`src/rtl/hpd_gen.sv`:
```
// Sink-side Hot Plug Detect driver: holds HPD high while connected, emits fixed-width IRQ low pulses.
// Latency: irq_req accepted at cycle t drops HPD and pulses irq_ack at t+1; HPD returns at t+1+IRQ_PULSE_TICKS.
// Backpressure: one-deep request queue; a request that cannot be held or served is reported on irq_drop.
module hpd_gen #(
   parameter int unsigned MS_TICKS          = 100,
   parameter int unsigned IRQ_PULSE_TICKS   = 75,
   parameter int unsigned IRQ_SPACING_TICKS = 200,
   parameter int unsigned UNPLUG_TICKS      = 200
) (
   input  logic clk,
   input  logic rst,
   input  logic sink_connect,
   input  logic irq_req,
   output logic hpd_signal,
   output logic irq_ack,
   output logic irq_drop,
   output logic irq_busy,
   output logic hpd_connected
);

   // The unplug low time is never allowed to fall under one millisecond, even if
   // the integrator passes a smaller UNPLUG_TICKS; the detector would otherwise
   // see a glitch it cannot classify.
   localparam int unsigned UNPLUG_MIN = (UNPLUG_TICKS < MS_TICKS) ? MS_TICKS : UNPLUG_TICKS;

   // Terminal and "last cycle" values, sized to the 32-bit counters.
   localparam logic [31:0] UNPLUG_SAT  = 32'(UNPLUG_MIN);
   localparam logic [31:0] UNPLUG_LAST = 32'(UNPLUG_MIN - 1);
   localparam logic [31:0] SPACE_SAT   = 32'(IRQ_SPACING_TICKS);
   localparam logic [31:0] SPACE_LAST  = 32'(IRQ_SPACING_TICKS - 1);
   localparam logic [31:0] PULSE_LAST  = 32'(IRQ_PULSE_TICKS - 1);

   typedef enum logic [1:0] {
      ST_DISCONNECTED = 2'd0,
      ST_CONNECTED    = 2'd1,
      ST_IRQ_PULSE    = 2'd2
   } state_t;

   state_t      state;
   state_t      next_state;

   logic [31:0] low_cnt;       // HPD-low cycles spent in DISCONNECTED
   logic [31:0] spacing_cnt;   // HPD-high cycles since entering CONNECTED
   logic [31:0] pulse_cnt;     // cycles elapsed inside the current IRQ pulse
   logic        irq_pending;   // one-deep request queue

   logic        start_pulse;   // CONNECTED -> IRQ_PULSE this cycle
   logic        pending_nxt;
   logic        drop_nxt;
   logic        spacing_ok;
   logic        pulse_done;
   logic        unplug_ok;

   assign spacing_ok = (spacing_cnt >= SPACE_LAST);
   assign pulse_done = (pulse_cnt == PULSE_LAST);
   assign unplug_ok  = (low_cnt >= UNPLUG_LAST);

   // State register; reset always returns the line to a fresh unplug wait.
   always_ff @(posedge clk) begin
      if (rst) begin
         state <= ST_DISCONNECTED;
      end else begin
         state <= next_state;
      end
   end

   // Next-state decode; a falling sink_connect overrides every other condition.
   always_comb begin
      next_state  = state;
      start_pulse = 1'b0;
      case (state)
         ST_DISCONNECTED: begin
            if (sink_connect && unplug_ok) begin
               next_state = ST_CONNECTED;
            end
         end
         ST_CONNECTED: begin
            if (!sink_connect) begin
               next_state = ST_DISCONNECTED;
            end else if ((irq_pending || irq_req) && spacing_ok) begin
               next_state  = ST_IRQ_PULSE;
               start_pulse = 1'b1;
            end
         end
         ST_IRQ_PULSE: begin
            if (!sink_connect) begin
               next_state = ST_DISCONNECTED;
            end else if (pulse_done) begin
               next_state = ST_CONNECTED;
            end
         end
         default: begin
            next_state = ST_DISCONNECTED;
         end
      endcase
   end

   // Request queue decode: hold, consume or drop the incoming strobe.
   always_comb begin
      pending_nxt = irq_pending;
      drop_nxt    = 1'b0;
      if ((state == ST_DISCONNECTED) || !sink_connect) begin
         // No link to signal on; anything queued is stale after a disconnect.
         pending_nxt = 1'b0;
         drop_nxt    = irq_req;
      end else if (start_pulse) begin
         // The pulse serves the queued request if there is one, so a
         // simultaneous new strobe would overflow the one-deep queue.
         pending_nxt = 1'b0;
         drop_nxt    = irq_req && irq_pending;
      end else if (irq_req) begin
         if (irq_pending) begin
            drop_nxt = 1'b1;
         end else begin
            pending_nxt = 1'b1;
         end
      end
   end

   // Saturating timers; each is cleared on entry to the state that uses it.
   always_ff @(posedge clk) begin
      if (rst) begin
         low_cnt     <= '0;
         spacing_cnt <= '0;
         pulse_cnt   <= '0;
      end else begin
         if ((state != ST_DISCONNECTED) && (next_state == ST_DISCONNECTED)) begin
            low_cnt <= '0;
         end else if ((state == ST_DISCONNECTED) && (low_cnt < UNPLUG_SAT)) begin
            low_cnt <= low_cnt + 32'd1;
         end

         if ((state != ST_CONNECTED) && (next_state == ST_CONNECTED)) begin
            spacing_cnt <= '0;
         end else if ((state == ST_CONNECTED) && (spacing_cnt < SPACE_SAT)) begin
            spacing_cnt <= spacing_cnt + 32'd1;
         end

         if (start_pulse) begin
            pulse_cnt <= '0;
         end else if ((state == ST_IRQ_PULSE) && (pulse_cnt < PULSE_LAST)) begin
            pulse_cnt <= pulse_cnt + 32'd1;
         end
      end
   end

   // Registered outputs, derived from the upcoming state so they track it exactly.
   always_ff @(posedge clk) begin
      if (rst) begin
         irq_pending   <= 1'b0;
         hpd_signal    <= 1'b0;
         irq_ack       <= 1'b0;
         irq_drop      <= 1'b0;
         irq_busy      <= 1'b0;
         hpd_connected <= 1'b0;
      end else begin
         irq_pending   <= pending_nxt;
         hpd_signal    <= (next_state == ST_CONNECTED);
         irq_ack       <= start_pulse;
         irq_drop      <= drop_nxt;
         irq_busy      <= pending_nxt || (next_state == ST_IRQ_PULSE);
         hpd_connected <= (next_state != ST_DISCONNECTED);
      end
   end

endmodule

```
`config.mk`:
```
export PLATFORM = sky130hd
export DESIGN_NAME = hpd_gen
export DESIGN_NICKNAME = d
export VERILOG_FILES = /design/src/rtl/hpd_gen.sv
export SDC_FILE = /design/constraint.sdc
export NUM_CORES = 1
export LEC_CHECK = 0
export CORE_ASPECT_RATIO = 1.2
export CORE_MARGIN = 5
export CORE_UTILIZATION = 54
export CTS_CLUSTER_DIAMETER = 40
export DETAILED_ROUTE_END_ITERATION = 8
export GPL_TIMING_DRIVEN = 1
export PLACE_DENSITY = 0.74
export SYNTH_ARGS = -nofsm -noshare
export SYNTH_HDL_FRONTEND = slang
export SYNTH_SLANG_ARGS = --single-unit
```
`constraint.sdc`:
```
create_clock -name clk -period 2 [get_ports clk]
set_clock_uncertainty 0.2 [all_clocks]
set_input_delay 0.6 -clock clk [delete_from_list [all_inputs] [get_ports clk]]
set_output_delay 0.6 -clock clk [all_outputs]
set_load 0.02 [all_outputs]
```
==> out/metrics.yaml, run 1 <==
power:
  p_switching_mw: 0.7994
  p_int_mw: 2.610
  peakVddDrop_mv: 0.5250
  p_per_area_mw_per_mm2: 724.2
  switching_share_pct: 23.44
  pwr-share-clk_pct: 35.5
  leakagePower_nw: 1.903
  seqPwrFrac_pct: 61.0
  combPwrFrac_pct: 3.5
setup_path:
  crit_path_end_kind: "flip-flop"
  rrSetupSlack_ps: -50
  path_max_fanout: 8
  cp-start-kind: "flip-flop"
  rr_endpoint: "spacing_cnt[11]"
  required_ps: 2110
  reg2reg_depth: 7
  crit_arrival_ps: 2160
  crit_type: "reg2reg"
  startpoint: "low_cnt[13]"
  critPathCapture: "spacing_cnt[11]"
  r2r_start: "low_cnt[13]"
floorplan:
  rows: 33
  ios: 9
  start_util_pct: 55.14
  die_w_um: 85.91
  core_area_mm2: 0.006771
  die-area_mm2: 0.008684
  die_height_um: 101.1
route:
  drt_iter0_drc: 118
  ant_nets: 0
  first_pass_iters: 4
  wl_per_cell_um: 14.49
  drt-total-wl_um: 6983
  drc: 0
  via_per_inst: 5.336
  via_count: 2572
synthesis:
  syn_nets: 354
  synth_area_mm2: 0.003734
  synth.distinct_cells: 49
  synth_area_leaders: "dfxtp_1, and2_1, nor4_2"
  ys.warnings.count: 0
  synthTopCellsByCount: "dfxtp_1, and2_1, nor2_1, nor4_1, a21oi_1"
  synth.avg_cell_area_um2: 10.79
  synth_edf_count: 0
  synthArstFlopShare_pct: 0
  synthCells: 346
  synth.largest_area_cell: "dfxtp_1"
  ys_seq_area_share_pct: 55.76
  synth_top_area_share_pct: 55.76
  synthFlopType: "dfxtp_1"
  synth-seq-cells: 104
  synth.most_common_cell: "dfxtp_1"
layout:
  fin_util_pct: 69.53
  synthToLayoutAreaGrowth_pct: 26.11
  antenna_cells: 0
  drive_gt1_share_pct: 31.65
  layout.nets: 398
worst_hold_path:
  hold_depth: 1
  min_path_type: "reg2reg"
global_route:
  grt_pass1_vias: 2294
  grt_pass1_wl_um: 10360
  grt.overflow.total: 0
  grt_usage_pct: 14.79
  antenna_found_initial: 0
  grt_max_degree: 33
timing:
  rsz0062_at_grt: "yes"
  fin_ws_ps: -51.93
  hold_ws_ps: 272.8
  setup_viol_count_final: 29
  slew_viol_final: 0
  hold_viol_final: 0
  min_period_over_period_pct: 102.6
  fmax_ghz: 0.4873
  tightestPinTransition_ps: 684.1
  slew_headroom_pct: 54.09
  fin_crit_ps: 2052
job:
  maxCapViolations: 0
clock_tree:
  cts-root-buf: "clkbuf_8"
  cts.htree.levels: 3
  cts_tree: "built"
  clk_pin_slew_ps: 100
  cts_buffers: 9
  clk_latency_ps: 360
  clock_path_buffers: 2
  clkSinkCount: 104
  ctsHoldBuffers: 0
place:
  place_congestion: 0.8185
  io_buffers: 8
  dp_hpwl_um: 4022
status:
  violations: "setup timing"
  outcome: "finished, violations left"
## worst max-delay path, stage by stage, from the launching register on
cell and delay [ps]:
dfxtp_1 340, nor4_2 400, and4_4 320, a31oi_4 110, a31oi_4 220, buf_12 150, clkbuf_16 140, and2_1 130
## cell type report
cell class                      count  area (um^2)
Clock buffer                        9        123.9
Clock inverter                      7        63.81
Fill cell                         490         2063
Inverter                            8        30.03
Multi-Input combinational cell    228         1901
Sequential cell                   104         2087
Tap cell                           87        108.9
Timing Repair Buffer               39        394.1
## power groups by stage
stage,clock [mW],sequential [mW],combinational [mW]
2_1_floorplan,0,2.13,0.0441
3_3_place_gp,0,2.13,0.0796
3_5_place_dp,0,2.13,0.0808
4_1_cts,1.25,2.08,0.0809
5_1_grt,1.34,2.08,0.128
6_report,1.21,2.08,0.118
## metrics by stage
step	total power, mW	worst slack, ps	cells	instance area, um^2	TNS (ps)
after floorplan	2.173	110.5	346	3734	0
after global placement	2.208	-268.3	447	3995	-17300
after detailed placement	2.209	-290.0	447	3995	-20260
after CTS	3.408	-3.500	463	4208	-3.500
after global routing	3.546	-145.5	482	4708	-6333
final	3.410	-51.93	482	4708	-824.7
## placed cells by master, fill, tap and decap left out, drive strengths merged, types with 3 or more instances in the layout
cell type and instances:
xor2 7, o21ai 7, nor3 6, nand4 10, mux2i 3, nand4b 3, a21oi 11, o31a 4
nand3 6, dlygate4sd2 5, clkdlybuf4s50 3, buf 29, inv 11, a31oi 6, clkbuf 11, nor4 23
nor2 15, and3 5, nand2 8, or2 3, ha 4, and2 82, dfxtp 104, clkinv 3
or3 5
## state kept, by name (all words and copies together), names as in the netlist, 2 cells and up
name	cells
state	2
low_cnt	32
spacing_cnt	32
pulse_cnt	32
## routing by layer
layer  part of all wire (%)  routed length (um)  global-route usage (%)  vias to the layer above
met2                     49                3410                   21.60                       19
li1                       -                   -                       -                     1307
met1                     48                3325                   20.20                     1237
met4                    1.4                 101                   7.065                        0
met3                    2.1                 146                   4.007                        9
met5                      0                   0                       0                        -
## logic make-up after synthesis
group / Yosys count / synth area share, %
AO/OA/AOI/OAI: 36 / 6.837
XOR/XNOR: 9 / 2.111
adder cells (fa/ha/maj): 5 / 1.609
buffers and inverters: 17 / 2.212
flip-flops: 104 / 55.76
multiplexers: 3 / 0.8043
AND/OR/NAND/NOR: 172 / 30.66
## how the worst min path moves through the flow
| stage | start | endpoint |
|---|---|---|
| after floorplan | pulse_cnt[11] | pulse_cnt[11] |
| after global placement | low_cnt[9] | low_cnt[9] |
| after detailed placement | pulse_cnt[11] | pulse_cnt[11] |
| after CTS | low_cnt[16] | low_cnt[16] |
| after global routing | pulse_cnt[19] | pulse_cnt[19] |
| final | pulse_cnt[19] | pulse_cnt[19] |
## repair_timing
item / in CTS / in global routing
setup buffers: 0 / 13
resized for setup: 9 / 69
pin swaps: 2 / 49
cloned: 0 / 6
endpoints found under the setup margin: 39 / 74
No activity file was read; power rests on OpenSTA's default activity.
==> run 2: changes to the inputs <==
- CORE_ASPECT_RATIO: 1.2 -> 1.4
==> out/metrics.yaml, run 2 (same netlist as run 1, synthesis figures left out) <==
status:
  outcome: "completed"
place:
  place_congestion: 0.8659
  dp_hpwl_um: 4120
  dpl.cell_count: 454
  io_buffers: 8
worst_hold_path:
  min_path_type: "reg2reg"
timing:
  slew_viol_final: 0
  rsz0062_at_grt: "yes"
  tightestPinTransition_ps: 552.3
  hold_viol_final: 0
  setup_viol_count_final: 0
  fin_crit_ps: 1943
  slew_headroom_pct: 63.09
  min_period_over_period_pct: 97.16
  hold_ws_ps: 267.8
  fmax_ghz: 0.5146
  tns_ps: 0
setup_path:
  cp-start-kind: "flip-flop"
  crit_arrival_ps: 2000
  crit_path_end_kind: "flip-flop"
  required_ps: 2060
  path_max_fanout: 32
  crit_type: "reg2reg"
layout:
  final_cell_count_no_fill: 474
  layout_commonest_cell: "dfxtp_1"
  synthToLayoutAreaGrowth_pct: 18.23
  drive_gt1_share_pct: 21.37
  layout.nets: 382
  largest_registers: "low_cnt x32, pulse_cnt x32, spacing_cnt x32"
  layout_common_cells: "dfxtp_1, and2_1, buf_4"
  nFillCells: 551
  antenna_cells: 0
route:
  drc: 0
  via_per_inst: 5.211
  drt_iter0_drc: 148
  first_pass_iters: 4
  drt-total-wl_um: 6311
  via_count: 2470
  wl_per_cell_um: 13.31
  ant_nets: 0
floorplan:
  die_height_um: 108.4
  start_util_pct: 54.53
  die-area_mm2: 0.008701
  core_area_mm2: 0.006847
  rows: 36
  ios: 9
  die_w_um: 80.28
global_route:
  grt_pass1_wl_um: 10420
  grt_pass1_vias: 2363
  antenna_found_initial: 0
  grt.overflow.total: 0
  grt_max_degree: 33
  grt_usage_pct: 15.50
clock_tree:
  cts.htree.levels: 3
  clkSinkCount: 104
  clk_pin_slew_ps: 90
  cts-root-buf: "clkbuf_8"
  clk_latency_ps: 360
  ctsHoldBuffers: 0
  clock_path_buffers: 2
  cts_buffers: 9
  cts_tree: "built"
job:
  maxCapViolations: 0
power:
  peakVddDrop_mv: 0.6270
  power_mw: 3.502
  leakagePower_nw: 1.779
  p_per_area_mw_per_mm2: 793.2
-- run 2: power by group --
part / internal (mW) / switching [mW]
sequential: 2.07 / 0.00452
clock: 0.681 / 0.662
combinational: 0.0355 / 0.0435
-- run 2: layer usage --
layer / vias up / global-route usage [%] / wire length [um]
met5: - / 0 / 0
met3: 7 / 4.417 / 189
met1: 1170 / 18.30 / 2830
li1: 1266 / - / -
met2: 27 / 25.30 / 3186
met4: 0 / 8.213 / 104
-- run 2: what timing repair did --
item | 4_1_cts | 5_1_grt
setup endpoints to repair | 43 | 71
pin swaps | 3 | 22
setup buffers | 0 | 4
gates resized for setup | 11 | 26
-- run 2: worst paths after layout --
| check | startpoint | end | slack [ps] | depth (start not counted) |
|---|---|---|---|---|
| setup / recovery | pulse_cnt[30] | spacing_cnt[20] | 60 | 7 |
| hold / removal | pulse_cnt[26] | pulse_cnt[26] | 270 | 1 |
| setup reg to reg | pulse_cnt[30] | spacing_cnt[20] | 60 | 7 |
| hold reg to reg | pulse_cnt[26] | pulse_cnt[26] | 270 | 1 |
-- run 2: worst max-delay path: stages, from the launching register on --
cell and delay, ps:
dfxtp_2 340, nor4_4 270, and4_4 290, buf_4 120, a31o_2 160, a31oi_2 110
buf_12 180, and2_1 170
-- run 2: area by class of cell --
type | count | area [um^2] | share of cell area (%)
sequential | 104 | 2088 | 47.31
tap | 95 | 118.9 | 2.693
multi-input combinational | 225 | 1727 | 39.12
clock inverter | 4 | 51.30 | 1.162
inverter | 8 | 30.03 | 0.6803
clock buffer | 12 | 165.2 | 3.741
timing repair buffer | 26 | 234.0 | 5.300
-- run 2: stage by stage --
stage / worst slack (ps) / instance area [um^2] / utilization [%]
after floorplan: 110.5 / 3734 / -
after global placement: -271.4 / 4010 / 58.57
after detailed placement: -277.7 / 4010 / 58.57
after CTS: -8.937 / 4248 / 62.04
after global routing: -86.21 / 4414 / 64.47
final: 56.73 / 4414 / 64.47
==> run 3: changes to the inputs <==
- CORE_UTILIZATION: 54 -> 60
- PLACE_DENSITY: 0.74 -> 0.78
- SLEW_MARGIN: default -> 20
- clock period: 2 -> 2.2 ns (I/O delays scaled with it)
==> out/metrics.yaml, run 3 (same netlist as run 1, synthesis figures left out) <==
status:
  outcome: "completed"
layout:
  layout_commonest_cell: "dfxtp_1"
  synthToLayoutAreaGrowth_pct: 11.33
  final_cell_count_no_fill: 441
  layout_common_cells: "dfxtp_1, and2_1, nor4_1, nor2_1, a21oi_1"
  largest_registers: "low_cnt x32, pulse_cnt x32, spacing_cnt x32"
  drive_gt1_share_pct: 11.92
  antenna_cells: 0
  layout.nets: 373
worst_hold_path:
  min_from: "pulse_cnt[20]"
  min_path_type: "reg2reg"
power:
  leakagePower_nw: 1.658
  p_per_area_mw_per_mm2: 765.8
  peakVddDrop_mv: 0.5490
job:
  maxCapViolations: 0
place:
  io_buffers: 8
  place_congestion: 0.8195
  dp_slack_ps: -154.7
  dpl.cell_count: 425
  dp_hpwl_um: 4119
global_route:
  grtUsageMet3_pct: 3.380
  use_met1_pct: 21.68
  grt_max_degree: 33
  grt_pass1_wl_um: 10670
  busiest_layer: "met2"
  grt.overflow.total: 0
  grt_pass1_vias: 2371
  antenna_found_initial: 0
  grt_usage_pct: 16.71
  met2_usage_pct: 26.42
timing:
  min_period_over_period_pct: 97.77
  slew_viol_final: 0
  slew_headroom_pct: 70.39
  fin_ws_ps: 48.96
  setup_viol_count_final: 0
  tightestPinTransition_ps: 440.5
  rsz0062_at_grt: "no"
  fmax_ghz: 0.4649
  hold_viol_final: 0
  fin_crit_ps: 2151
  tns_ps: 0
clock_tree:
  clk_pin_slew_ps: 90
  clk_latency_ps: 360
  clkSinkCount: 104
  cts-root-buf: "clkbuf_8"
  clock_path_buffers: 2
  cts.htree.levels: 3
  cts_tree: "built"
  cts_buffers: 9
route:
  via_per_inst: 5.435
  ant_nets: 0
  drt_iter0_drc: 84
  drt-total-wl_um: 5995
  via_count: 2397
  first_pass_iters: 4
  wl_per_cell_um: 13.59
  drc: 0
setup_path:
  r2r_start: "spacing_cnt[0]"
  path_delay_family: "buffers and inverters"
  path_max_fanout: 1
  cp_slowest_cell: "clkdlybuf4s50_1"
  crit_type: "reg2out"
  startpoint: "hpd_connected"
  crit_chain: "clkdlybuf4s50_1"
  cp-start-kind: "flip-flop"
  required_ps: 1340
  crit_path_end_kind: "primary output"
  crit_arrival_ps: 1290
  slowest_delay_ps: 600
  critPathBufInv: 1
floorplan:
  rows: 34
  die-area_mm2: 0.007923
  ios: 9
  start_util_pct: 60.95
  die_w_um: 76.67
  core_area_mm2: 0.006126
  die_height_um: 103.3
[run 3: cell types whose count changed in the layout (fill, tap and decap cells not counted), sizes merged]
cell,previous run,this run
clkdlybuf4s50,3,8
buf,18,9
dlygate4sd2,5,0
bufinv,1,2
clkinv,2,0
[run 3: power by group]
part | switching [mW] | total [mW] | internal [mW]
sequential | 0.00443 | 1.89 | 1.89
combinational | 0.0393 | 0.0718 | 0.0325
clock | 0.584 | 1.22 | 0.637
total | 0.628 | 3.18 | 2.56
[run 3: repair_timing]
action | in CTS | in global routing
hold buffers | 0 | 0
gates resized for setup | 0 | 1
setup buffers | 0 | 1
endpoints found under the setup margin | 0 | 2
endpoints found under the hold margin | 0 | 0
[run 3: per-layer routing]
metal	vias to the layer above	wire length, um
met1	1120	2919
met2	27	2791
met3	11	138
met5	-	0
met4	0	145
li1	1239	-
[run 3: worst paths after layout]
check             slack, ps       endpoint  cells past startpoint
setup / recovery         50  hpd_connected                      1
hold / removal          260  pulse_cnt[20]                      1
setup reg to reg        140  pulse_cnt[10]                      6
hold reg to reg         260  pulse_cnt[20]                      1
[run 3: per-stage QoR]
stage | hold slack (ps) | util, % | power (mW) | cell area (um^2)
after global routing | 278.4 | 67.85 | 3.298 | 4156
after CTS | 269.6 | 67.57 | 3.204 | 4139
after detailed placement | 244.1 | 64.26 | 2.007 | 3936
final | 262.7 | 67.85 | 3.183 | 4156
after global placement | 242.9 | 64.26 | 2.005 | 3936
after floorplan | 230.2 | - | 1.975 | 3734
[run 3: final cells by class]
class | count | area, um^2
clock buffer | 12 | 135.1
tap | 72 | 90.09
timing repair buffer | 17 | 172.7
clock inverter | 3 | 67.56
fill | 481 | 1969
inverter | 8 | 30.03
multi-input combinational | 225 | 1579
sequential | 104 | 2082
